### config.mk
export PLATFORM = sky130hd
export DESIGN_NAME = serv_vpu_issue_flat
export DESIGN_NICKNAME = d
export VERILOG_FILES = /design/src/rtl/serv_vpu_pkg.sv /design/src/rtl/serv_vpu_issue_if.sv /design/src/rtl/serv_vpu_fifo.sv /design/src/rtl/serv_vpu_issue.sv /design/src/flat_wrapper.sv
export SDC_FILE = /design/constraint.sdc
export NUM_CORES = 1
export LEC_CHECK = 0
export ABC_AREA = 1
export CAP_MARGIN = 15
export CORE_ASPECT_RATIO = 1.25
export CORE_MARGIN = 2
export CORE_UTILIZATION = 30
export CTS_CLUSTER_SIZE = 25
export DETAILED_ROUTE_END_ITERATION = 6
export GPL_TIMING_DRIVEN = 0
export SLEW_MARGIN = 20
export SYNTH_ARGS = -nofsm -noshare
export SYNTH_HDL_FRONTEND = slang
export SYNTH_HIERARCHICAL = 1
export SYNTH_SLANG_ARGS = --single-unit
### constraint.sdc
create_clock -name clk -period 5.6 [get_ports clk]
set_input_delay 0.56 -clock clk [delete_from_list [all_inputs] [get_ports clk]]
set_output_delay 0.56 -clock clk [all_outputs]
set_load 0.005 [all_outputs]
### src/rtl/serv_vpu_pkg.sv
// Shared definitions for the SERV vector-issue slice: command type encodings,
// field widths/offsets, the packed 29-bit command and the issue FSM states.
package serv_vpu_pkg;

  localparam logic [1:0] TYPE_VARITH   = 2'b01;
  localparam logic [1:0] TYPE_LOAD_FP  = 2'b10;
  localparam logic [1:0] TYPE_STORE_FP = 2'b11;

  localparam int TYPE_W   = 2;
  localparam int FUNCT6_W = 6;
  localparam int FUNCT3_W = 3;
  localparam int VREG_W   = 5;
  localparam int MOP_W    = 2;
  localparam int CMD_W    = 29;
  localparam int SCALAR_W = 32;
  localparam int ENTRY_W  = CMD_W + SCALAR_W;

  localparam int MOP_OFS    = 0;
  localparam int VM_OFS     = 2;
  localparam int VS2_OFS    = 3;
  localparam int VS1_OFS    = 8;
  localparam int VD_OFS     = 13;
  localparam int FUNCT3_OFS = 18;
  localparam int FUNCT6_OFS = 21;
  localparam int TYPE_OFS   = 27;

  typedef struct packed {
    logic [TYPE_W-1:0]   op_type;
    logic [FUNCT6_W-1:0] funct6;
    logic [FUNCT3_W-1:0] funct3;
    logic [VREG_W-1:0]   vd;
    logic [VREG_W-1:0]   vs1;
    logic [VREG_W-1:0]   vs2;
    logic                vm;
    logic [MOP_W-1:0]    mop;
  } cmd_t;

  typedef enum logic [1:0] {
    S_IDLE  = 2'd0,
    S_SHIFT = 2'd1,
    S_PUSH  = 2'd2
  } state_t;

endpackage

### src/rtl/serv_vpu_issue_if.sv
// VPU command channel: valid/ready handshake carrying a command and its rs1 value.
interface serv_vpu_issue_if;
  import serv_vpu_pkg::*;

  logic                o_valid;
  logic                i_ready;
  cmd_t                o_cmd;
  logic [SCALAR_W-1:0] o_scalar;

  modport master (output o_valid, output o_cmd, output o_scalar, input i_ready);
  modport slave  (input o_valid, input o_cmd, input o_scalar, output i_ready);

endinterface

### src/rtl/serv_vpu_fifo.sv
// Issue FIFO: DEPTH entries (power of two) of {cmd, scalar}; a push into a
// full FIFO is accepted when a pop happens in the same cycle.
module serv_vpu_fifo
  import serv_vpu_pkg::*;
#(
  parameter int DEPTH = 2,
  parameter int WIDTH = ENTRY_W
) (
  input  logic             clk,
  input  logic             i_rst,
  input  logic             i_push,
  input  logic [WIDTH-1:0] i_data,
  input  logic             i_pop,
  output logic [WIDTH-1:0] o_data,
  output logic             o_full,
  output logic             o_empty
);

  localparam int AW = $clog2(DEPTH);

  logic [AW-1:0] r_wptr;
  logic [AW-1:0] r_rptr;
  logic [AW:0]   r_count;
  logic [WIDTH-1:0] r_mem [DEPTH];

  logic w_pop;
  logic w_push;

  assign o_empty = (r_count == '0);
  assign o_full  = (r_count == (AW+1)'(DEPTH));
  assign w_pop   = i_pop & ~o_empty;
  assign w_push  = i_push & (~o_full | w_pop);
  assign o_data  = r_mem[r_rptr];

  // Pointers wrap naturally because DEPTH is a power of two.
  always_ff @(posedge clk or posedge i_rst) begin
    if (i_rst) begin
      r_wptr  <= '0;
      r_rptr  <= '0;
      r_count <= '0;
    end else begin
      if (w_push) r_wptr <= r_wptr + 1'b1;
      if (w_pop)  r_rptr <= r_rptr + 1'b1;
      case ({w_push, w_pop})
        2'b10:   r_count <= r_count + 1'b1;
        2'b01:   r_count <= r_count - 1'b1;
        default: r_count <= r_count;
      endcase
    end
  end

  always_ff @(posedge clk) begin
    if (w_push) r_mem[r_wptr] <= i_data;
  end

endmodule

### src/rtl/serv_vpu_issue.sv
// Collects decode fields and a bit-serial rs1 operand, then queues a VPU command.
// Optional macro SERV_VPU_ISSUE_BYPASS_EN forwards PUSH data straight out when the FIFO is empty.
module serv_vpu_issue
  import serv_vpu_pkg::*;
#(
  parameter int DEPTH = 2
) (
  input  logic       clk,
  input  logic       i_rst,
  input  logic       i_start,
  input  logic       i_vector_op,
  input  logic       i_load_fp_op,
  input  logic       i_store_fp_op,
  input  logic [2:0] i_funct3,
  input  logic [5:0] i_funct6,
  input  logic [4:0] i_vd,
  input  logic [4:0] i_vs1,
  input  logic [4:0] i_vs2,
  input  logic       i_vm,
  input  logic [1:0] i_mop,
  input  logic       i_cnt_en,
  input  logic       i_rs1,
  output logic       o_busy,
  serv_vpu_issue_if.master o_vpu
);

  state_t              r_state;
  cmd_t                r_cmd;
  logic [SCALAR_W-1:0] r_shift;
  logic [4:0]          r_cnt;

  logic               w_flag;
  logic [1:0]         w_type;
  logic [ENTRY_W-1:0] w_entry;
  logic [ENTRY_W-1:0] w_head;
  logic [ENTRY_W-1:0] w_out;
  logic               w_full;
  logic               w_empty;
  logic               w_in_push;
  logic               w_fifo_pop;
  logic               w_bypass;
  logic               w_accept;
  logic               w_push;

  assign w_flag     = i_vector_op | i_load_fp_op | i_store_fp_op;
  assign w_type     = i_vector_op  ? TYPE_VARITH  :
                      i_load_fp_op ? TYPE_LOAD_FP : TYPE_STORE_FP;
  assign w_entry    = {r_cmd, r_shift};
  assign w_in_push  = (r_state == S_PUSH);
  assign w_fifo_pop = ~w_empty & o_vpu.i_ready;

`ifdef SERV_VPU_ISSUE_BYPASS_EN
  assign w_bypass = w_in_push & w_empty;
`else
  assign w_bypass = 1'b0;
`endif

  // A bypassed command taken by the VPU this cycle never needs storage.
  assign w_accept = w_in_push & (~w_full | w_fifo_pop);
  assign w_push   = w_accept & ~(w_bypass & o_vpu.i_ready);
  assign o_busy   = w_in_push & ~w_accept;

  assign w_out          = ~w_empty ? w_head : (w_bypass ? w_entry : '0);
  assign o_vpu.o_valid  = ~w_empty | w_bypass;
  assign o_vpu.o_cmd    = cmd_t'(w_out[ENTRY_W-1:SCALAR_W]);
  assign o_vpu.o_scalar = w_out[SCALAR_W-1:0];

  // Issue sequencing: latch decode on start, gather 32 rs1 bits, then enqueue.
  always_ff @(posedge clk or posedge i_rst) begin
    if (i_rst) begin
      r_state <= S_IDLE;
      r_cmd   <= '0;
      r_shift <= '0;
      r_cnt   <= '0;
    end else begin
      case (r_state)
        S_IDLE: begin
          if (i_start && w_flag) begin
            r_cmd   <= '{op_type: w_type, funct6: i_funct6, funct3: i_funct3,
                         vd: i_vd, vs1: i_vs1, vs2: i_vs2, vm: i_vm, mop: i_mop};
            r_cnt   <= '0;
            r_state <= S_SHIFT;
          end
        end
        S_SHIFT: begin
          if (i_cnt_en) begin
            r_shift <= {i_rs1, r_shift[SCALAR_W-1:1]};
            r_cnt   <= r_cnt + 5'd1;
            if (r_cnt == 5'd31) r_state <= S_PUSH;
          end
        end
        S_PUSH: begin
          if (w_accept) r_state <= S_IDLE;
        end
        default: r_state <= S_IDLE;
      endcase
    end
  end

  serv_vpu_fifo #(
    .DEPTH (DEPTH),
    .WIDTH (ENTRY_W)
  ) u_fifo (
    .clk     (clk),
    .i_rst   (i_rst),
    .i_push  (w_push),
    .i_data  (w_entry),
    .i_pop   (w_fifo_pop),
    .o_data  (w_head),
    .o_full  (w_full),
    .o_empty (w_empty)
  );

endmodule

### src/flat_wrapper.sv
// flat-port wrapper written by rule: the top's interface ports become plain ports
module serv_vpu_issue_flat import serv_vpu_pkg::*;
#(
  parameter int DEPTH = 2
)
  (clk, i_rst, i_start, i_vector_op, i_load_fp_op, i_store_fp_op, i_funct3, i_funct6, i_vd, i_vs1, i_vs2, i_vm, i_mop, i_cnt_en, i_rs1, o_busy, o_vpu_o_valid, o_vpu_o_cmd, o_vpu_o_scalar, o_vpu_i_ready);
  serv_vpu_issue_if o_vpu_i ();
  input  logic clk;
  input  logic i_rst;
  input  logic i_start;
  input  logic i_vector_op;
  input  logic i_load_fp_op;
  input  logic i_store_fp_op;
  input  logic [2:0] i_funct3;
  input  logic [5:0] i_funct6;
  input  logic [4:0] i_vd;
  input  logic [4:0] i_vs1;
  input  logic [4:0] i_vs2;
  input  logic i_vm;
  input  logic [1:0] i_mop;
  input  logic i_cnt_en;
  input  logic i_rs1;
  output logic o_busy;
  output wire logic [$bits(o_vpu_i.o_valid)-1:0] o_vpu_o_valid;
  output wire logic [$bits(o_vpu_i.o_cmd)-1:0] o_vpu_o_cmd;
  output wire logic [$bits(o_vpu_i.o_scalar)-1:0] o_vpu_o_scalar;
  input wire logic [$bits(o_vpu_i.i_ready)-1:0] o_vpu_i_ready;
  assign o_vpu_o_valid = o_vpu_i.o_valid;
  assign o_vpu_o_cmd = o_vpu_i.o_cmd;
  assign o_vpu_o_scalar = o_vpu_i.o_scalar;
  assign o_vpu_i.i_ready = o_vpu_i_ready;
  serv_vpu_issue #(.DEPTH(DEPTH)) u_core (.clk(clk), .i_rst(i_rst), .i_start(i_start), .i_vector_op(i_vector_op), .i_load_fp_op(i_load_fp_op), .i_store_fp_op(i_store_fp_op), .i_funct3(i_funct3), .i_funct6(i_funct6), .i_vd(i_vd), .i_vs1(i_vs1), .i_vs2(i_vs2), .i_vm(i_vm), .i_mop(i_mop), .i_cnt_en(i_cnt_en), .i_rs1(i_rs1), .o_busy(o_busy), .o_vpu(o_vpu_i));
endmodule
==> results of run 1 <==
-- through the flow --
stage | power [mW] | setup TNS (ns)
after floorplan | 2.97 | 0
after global placement | 3.65 | -175.19
after detailed placement | 3.69 | 0
after CTS | 4.92 | 0
after global routing | 5.13 | 0
final | 4.83 | 0
-- report_power, final --
group          total [mW]  leakage (nW)  switching (mW)  internal, mW
Combinational        1.58          2.20           0.702         0.874
Sequential           2.04          2.00           0.183          1.86
Clock                1.22         0.281           0.541         0.675
-- per-layer routing --
layer	share of wire (%)	up-vias
li1	-	2351
met1	40	2319
met2	55	64
met3	4.3	16
met4	1.6	0
met5	0	-
-- layout make-up --
class / count / area [um^2] / share of cell area (%)
Clock inverter: 14 / 170 / 1.65
Multi-Input combinational cell: 307 / 2000 / 19.3
Buffer: 27 / 255 / 2.47
Tap cell: 345 / 432 / 4.18
Timing Repair Buffer: 103 / 1100 / 10.7
Inverter: 126 / 475 / 4.60
Sequential cell: 194 / 5470 / 52.9
Clock buffer: 18 / 429 / 4.16
-- state kept, by name (all words and copies together), names as in the netlist --
signal	cells
u_core/u_fifo/r_count	2
u_core/r_shift	32
u_core/u_fifo/r_rptr	1
u_core/r_cnt	5
u_core/u_fifo/r_mem	122
u_core/u_fifo/r_wptr	1
u_core/r_state	2
u_core/r_cmd	29
-- logic make-up (layout without fill, tap and decap cells) --
group,Yosys count,after routing
AOI/OAI and AO/OA,64,64
xor gates and xnor gates,2,2
adders and majority gates,2,2
buffers and inverters,153,288
DFF,194,194
muxes,62,62
and+or+nand+nor,177,177
-- cells in the final DEF (no fill, tap or decap) --
master	count
inv_1	125
edfxtp_1	122
clkdlybuf4s50_1	98
nor2_1	87
nand2_1	75
dfrtp_1	72
mux2_4	59
o21ai_0	30
clkbuf_16	17
o21ai_1	16
a21oi_1	16
clkbuf_1	10
buf_12	8
nand3_1	7
buf_6	5
inv_8	4
clkinvlp_4	4
buf_4	4
inv_6	3
buf_16	3
bufinv_16	2
nand3_2	2
buf_2	2
ha_1	2
nor2_4	2
mux2_2	2
clkinv_4	1
nor2_2	1
clkbuf_2	1
mux2i_1	1
nor3b_1	1
nor3_1	1
inv_4	1
nand4_1	1
xnor2_1	1
o21ai_2	1
xor2_1	1
o31ai_1	1
-- path summary, 6_finish.rpt --
check,from,endpoint,slack [ns],depth (start not counted)
min reg2reg,u_core/r_shift[11],u_core/u_fifo/r_mem[0][11],0.47,0
min in group clk,u_core/r_shift[11],u_core/u_fifo/r_mem[0][11],0.47,0
max,u_core/u_fifo/r_count[0],o_vpu_o_cmd[9],2.02,7
max reg2reg,u_core/u_fifo/r_count[0],u_core/u_fifo/r_mem[0][11],2.19,10
max in group asynchronous,i_rst,u_core/r_cmd[16],4.52,3
min,i_rst,u_core/u_fifo/r_wptr,0.43,2
==> flow_summary_export.csv, run 1 <==
group,metric,value,unit
yosys,synth_common_cells,"inv_1 (126), edfxtp_1 (122), nor2_1 (89)",
timing,final-hold-violation-count,0,
hold_path,hold_path.class,"in -> async",
grt,grt_pass1_vias,4917,
timing,fmax,279,MHz
timing,tightest_slew,0.823,ns
placed_design,dpl_worst_slack,2.11,ns
grt,busiest_layer,"met2",
die,core,0.0268,mm^2
final_layout,diodes,0,
critical_path,crit_required,5.04,ns
critical_path,max_stage_delay,0.68,ns
clocking,post_cts_resize_count,0,
placed_design,dp_hpwl,11100,um
run,max-cap-violations,0,
die,start_util,30.5,%
power,leakagePower,4.48,nW
routing,wl_per_cell,14.0,um
clocking,cts_buffer_depth,2,
timing,fin_crit_sh,64.0,%
yosys,synth_top_area_share,44.8,%
timing,fin_ws,2.02,ns
yosys,ys_seq_elements,194,
grt,grt_pass1_wl,25300,um
placed_design,place_inst,1102,
yosys,synthMuxAreaShare,11.2,%
routing,dr.pass1.iters,4,
final_layout,post_layout_nonfiller_instances,1134,
yosys,yosys-top-cells-area,"edfxtp_1 (45%), dfrtp_1 (22%), mux2_4 (11%)",
placed_design,placed_cell_area,0.00973,mm^2
critical_path,worstSetupPathType,"reg -> out",
clocking,cts_buffers,17,
routing,via_per_inst,4.19,
grt,grt_use_met2,21.8,%
yosys,synth_top_family_by_area,"multiplexers",
yosys,ys_warn_count,6,
critical_path,crit_chain,"inv_1 -> nand2_1 -> inv_1 -> clkbuf_1 -> clkbuf_1 -> nor2_1 -> clkdlybuf4s50_1",
yosys,async_flop_share,37.1,%
placed_design,io_buffer_count,98,
die,die-width,152,um
timing,worst_clock_skew,0.00885,ns
timing,period_needed,3.58,ns
yosys,syn_area_per_cell,12.5,um^2
final_layout,fillerInstances,2593,
clocking,cts_root_buf,"clkbuf_16",
critical_path,cp-end-kind,"primary output",
yosys,synth-edff-count,122,
die,die_h,189,um
yosys,yosysMostFrequentCell,"inv_1",
die,ios,99,
yosys,yosysUniqueCellTypes,28,
outcome,status,"finished, final reports clean",
yosys,yosys.area_share.simple,8.51,%
grt,overflow,0,
critical_path,crit_path_max_fanout,10,
routing,routed-via-count,4750,
routing,drtIter0Drc,246,
yosys,synthesis.area,0.00818,mm^2
die,row_count,67,
power,power_density,468,mW/mm^2
grt,antenna_found_initial,1,
critical_path,startpoint_type,"register",
clocking,h-tree-depth,4,
critical_path,cp_slowest_cell,"clkbuf_1",
clocking,clk_pin_slew,0.08,ns
timing,rsz0062_at_grt,"no",
final_layout,finalCoreUtilization,38.5,%
power,ir_drop,0.000187,V
clocking,hold_buffers,0,
final_layout,layout-drive-gt1-share,15.5,%
routing,routed_wl,15800,um
clocking,clock_sinks,194,
grt,grtUsageMet3,2.52,%
routing,antenna_left,0,
yosys,syn_inst,654,
yosys,synth-adder-area-share,0.306,%
clocking,cts_tree,"built",
final_layout,final_nets,814,
routing,drc,0,
critical_path,arrival,3.02,ns
timing,maxSlewViolCount,0,
critical_path,path_buf_inv,5,
yosys,synth-compound-area-share,3.99,%
die,dieArea,0.0286,mm^2
final_layout,area_delta_synth_final,26.3,%
grt,use_met1,13.0,%
clocking,post_cts_buffers,0,
yosys,yosysTopAreaCell,"edfxtp_1",
clocking,clk_latency,0.42,ns
grt,grt.total_usage,11.8,%
yosys,syn_nets,692,
placed_design,gp_congestion,0.705,
critical_path,critPathTopFamily,"buffers and inverters",
timing,relSlewSlack,45.1,%
timing,holdWs,0.430,ns
grt,grt_max_degree,46,
yosys,yosysSeqAreaShare,66.8,%
yosys,yosys_most_used_dff,"edfxtp_1",
yosys,yosys.area_share.xor_xnor,0.214,%
final_layout,fin_area,0.0103,mm^2
timing,setup_viol,0,
(Power assumes the default switching activity.)
==> run 2, diff against run 1 <==
==> constraint.sdc (replaced) <==
create_clock -name clk -period 3.58 [get_ports clk]
set_input_delay 0.358 -clock clk [delete_from_list [all_inputs] [get_ports clk]]
set_output_delay 0.358 -clock clk [all_outputs]
set_load 0.005 [all_outputs]
==> flow_summary_export.csv, run 2 (synthesized netlist as in run 1, its figures left out) <==
group,metric,value,unit
clocking,hold_buffers,0,
timing,relSlewSlack,47.0,%
power,leakagePower,4.48,nW
power,ir_drop,0.000293,V
routing,wl_per_cell,14.1,um
outcome,status,"finished, final reports clean",
power,power_density,731,mW/mm^2
placed_design,place_inst,1102,
grt,grt_max_degree,46,
final_layout,final_common_cell,"inv_1",
critical_path,cp-end-kind,"primary output",
critical_path,crit_required,3.22,ns
timing,worst_clock_skew,0.0111,ns
final_layout,seqCellArea,0.00547,mm^2
placed_design,dp_hpwl,11100,um
final_layout,largest-register,"u_core/u_fifo/r_mem",
final_layout,layout-drive-gt1-share,15.7,%
final_layout,fillerInstances,2595,
grt,grt_pass1_wl,25300,um
timing,fmax,317,MHz
grt,antenna_found_initial,1,
clocking,cts_tree,"built",
run,max-cap-violations,0,
grt,overflow,0,
die,start_util,30.5,%
die,ios,99,
grt,grt_pass1_vias,4917,
clocking,clk_latency,0.42,ns
die,core,0.0268,mm^2
clocking,clk_pin_slew,0.07,ns
critical_path,timing.rr.end,"u_core/u_fifo/r_mem[0][11]",
hold_path,hold_path.class,"in -> async",
placed_design,gp_congestion,0.705,
placed_design,io_buffer_count,98,
routing,drtIter0Drc,240,
critical_path,arrival,2.80,ns
final_layout,area_delta_synth_final,26.4,%
clocking,h-tree-depth,4,
clocking,clock_sinks,194,
final_layout,largest_register_ffs,122,
timing,maxSlewViolCount,0,
final_layout,layout_common_cells,"inv_1 (125), edfxtp_1 (122), clkdlybuf4s50_1 (98)",
critical_path,worstSetupPathType,"reg -> out",
final_layout,fin_area,0.0103,mm^2
critical_path,rrSetupSlack,0.44,ns
routing,dr.pass1.iters,4,
timing,tightest_slew,0.796,ns
critical_path,crit_path_max_fanout,10,
timing,final-hold-violation-count,0,
critical_path,reg2regPathDepth,9,
routing,via_per_inst,4.18,
routing,routed_wl,16100,um
die,dieArea,0.0286,mm^2
final_layout,largestRegisters,"u_core/u_fifo/r_mem: 122 flops, u_core/r_shift: 32 flops, u_core/r_cmd: 29 flops",
final_layout,final_nets,815,
routing,antenna_left,0,
routing,drc,0,
die,row_count,67,
placed_design,placed_cell_area,0.00973,mm^2
final_layout,diodes,0,
grt,grt.total_usage,11.8,%
timing,setup_viol,0,
die,die_h,189,um
timing,rsz0062_at_grt,"no",
routing,routed-via-count,4741,
clocking,post_cts_resize_count,0,
final_layout,multiInputGateArea,0.00201,mm^2
timing,fin_crit_sh,88.2,%
die,die-width,152,um
final_layout,post_layout_nonfiller_instances,1135,
timing,holdWs,0.225,ns
clocking,cts_root_buf,"clkbuf_16",
critical_path,reg2reg_from,"u_core/u_fifo/r_count[0]",
clocking,cts_buffer_depth,2,
clocking,cts_buffers,17,
timing,period_needed,3.16,ns
critical_path,startpoint_type,"register",
clocking,post_cts_buffers,0,
## run 2: stage by stage
step	TNS (ns)	util (%)	setup slack, ns	total power, mW
finish	0	38.5	0.424	7.56
CTS	0	38.5	0.0518	7.69
global placement	-421.63	35.7	-3.46	5.71
floorplan	-124.08	-	-1.02	4.65
detailed placement	0	36.3	0.0914	5.77
global route	0	38.5	0.134	8.02
## run 2: area by class of cell
cell class,count,area share [%]
Buffer,26,2.43
Clock buffer,18,4.15
Clock inverter,14,1.65
Inverter,126,4.60
Multi-Input combinational cell,309,19.5
Sequential cell,194,52.9
Tap cell,345,4.18
Timing Repair Buffer,103,10.7
## run 2: power by group
part	internal [mW]	switching [mW]	leakage (nW)	total (mW)
sequential	2.91	0.287	2.00	3.19
combinational	1.36	1.10	2.20	2.46
clock	1.06	0.843	0.281	1.90
total	5.33	2.23	4.48	7.56
## run 2: critical path, cell delays in order, from the launching register on
cell and delay [ns]:
dfrtp_1 0.41, inv_1 0.12, nand2_1 0.10, inv_1 0.46, clkbuf_1 0.67, nor2_1 0.14, clkdlybuf4s50_1 0.49
## run 2: layer usage
layer,vias up,part of all wire (%),global-route usage [%]
li1,2354,-,-
met1,2307,40,13.0
met2,66,54,21.8
met3,14,4.0,2.52
met4,0,1.5,4.63
met5,-,0,0
## run 2: worst max path at each step
| stage | startpoint | end | slack, ns | depth (start not counted) |
|---|---|---|---|---|
| floorplan | u_core/u_fifo/r_count[0] | u_core/u_fifo/r_mem[0][0] | -1.02 | 9 |
| global placement | u_core/u_fifo/r_count[0] | u_core/u_fifo/r_mem[1][54] | -3.46 | 9 |
| detailed placement | u_core/u_fifo/r_count[0] | u_core/u_fifo/r_mem[0][11] | 0.09 | 10 |
| CTS | u_core/u_fifo/r_count[0] | o_vpu_o_cmd[12] | 0.05 | 7 |
| global route | u_core/u_fifo/r_count[0] | u_core/u_fifo/r_mem[0][11] | 0.13 | 9 |
| finish | u_core/u_fifo/r_count[0] | o_vpu_o_cmd[9] | 0.42 | 6 |
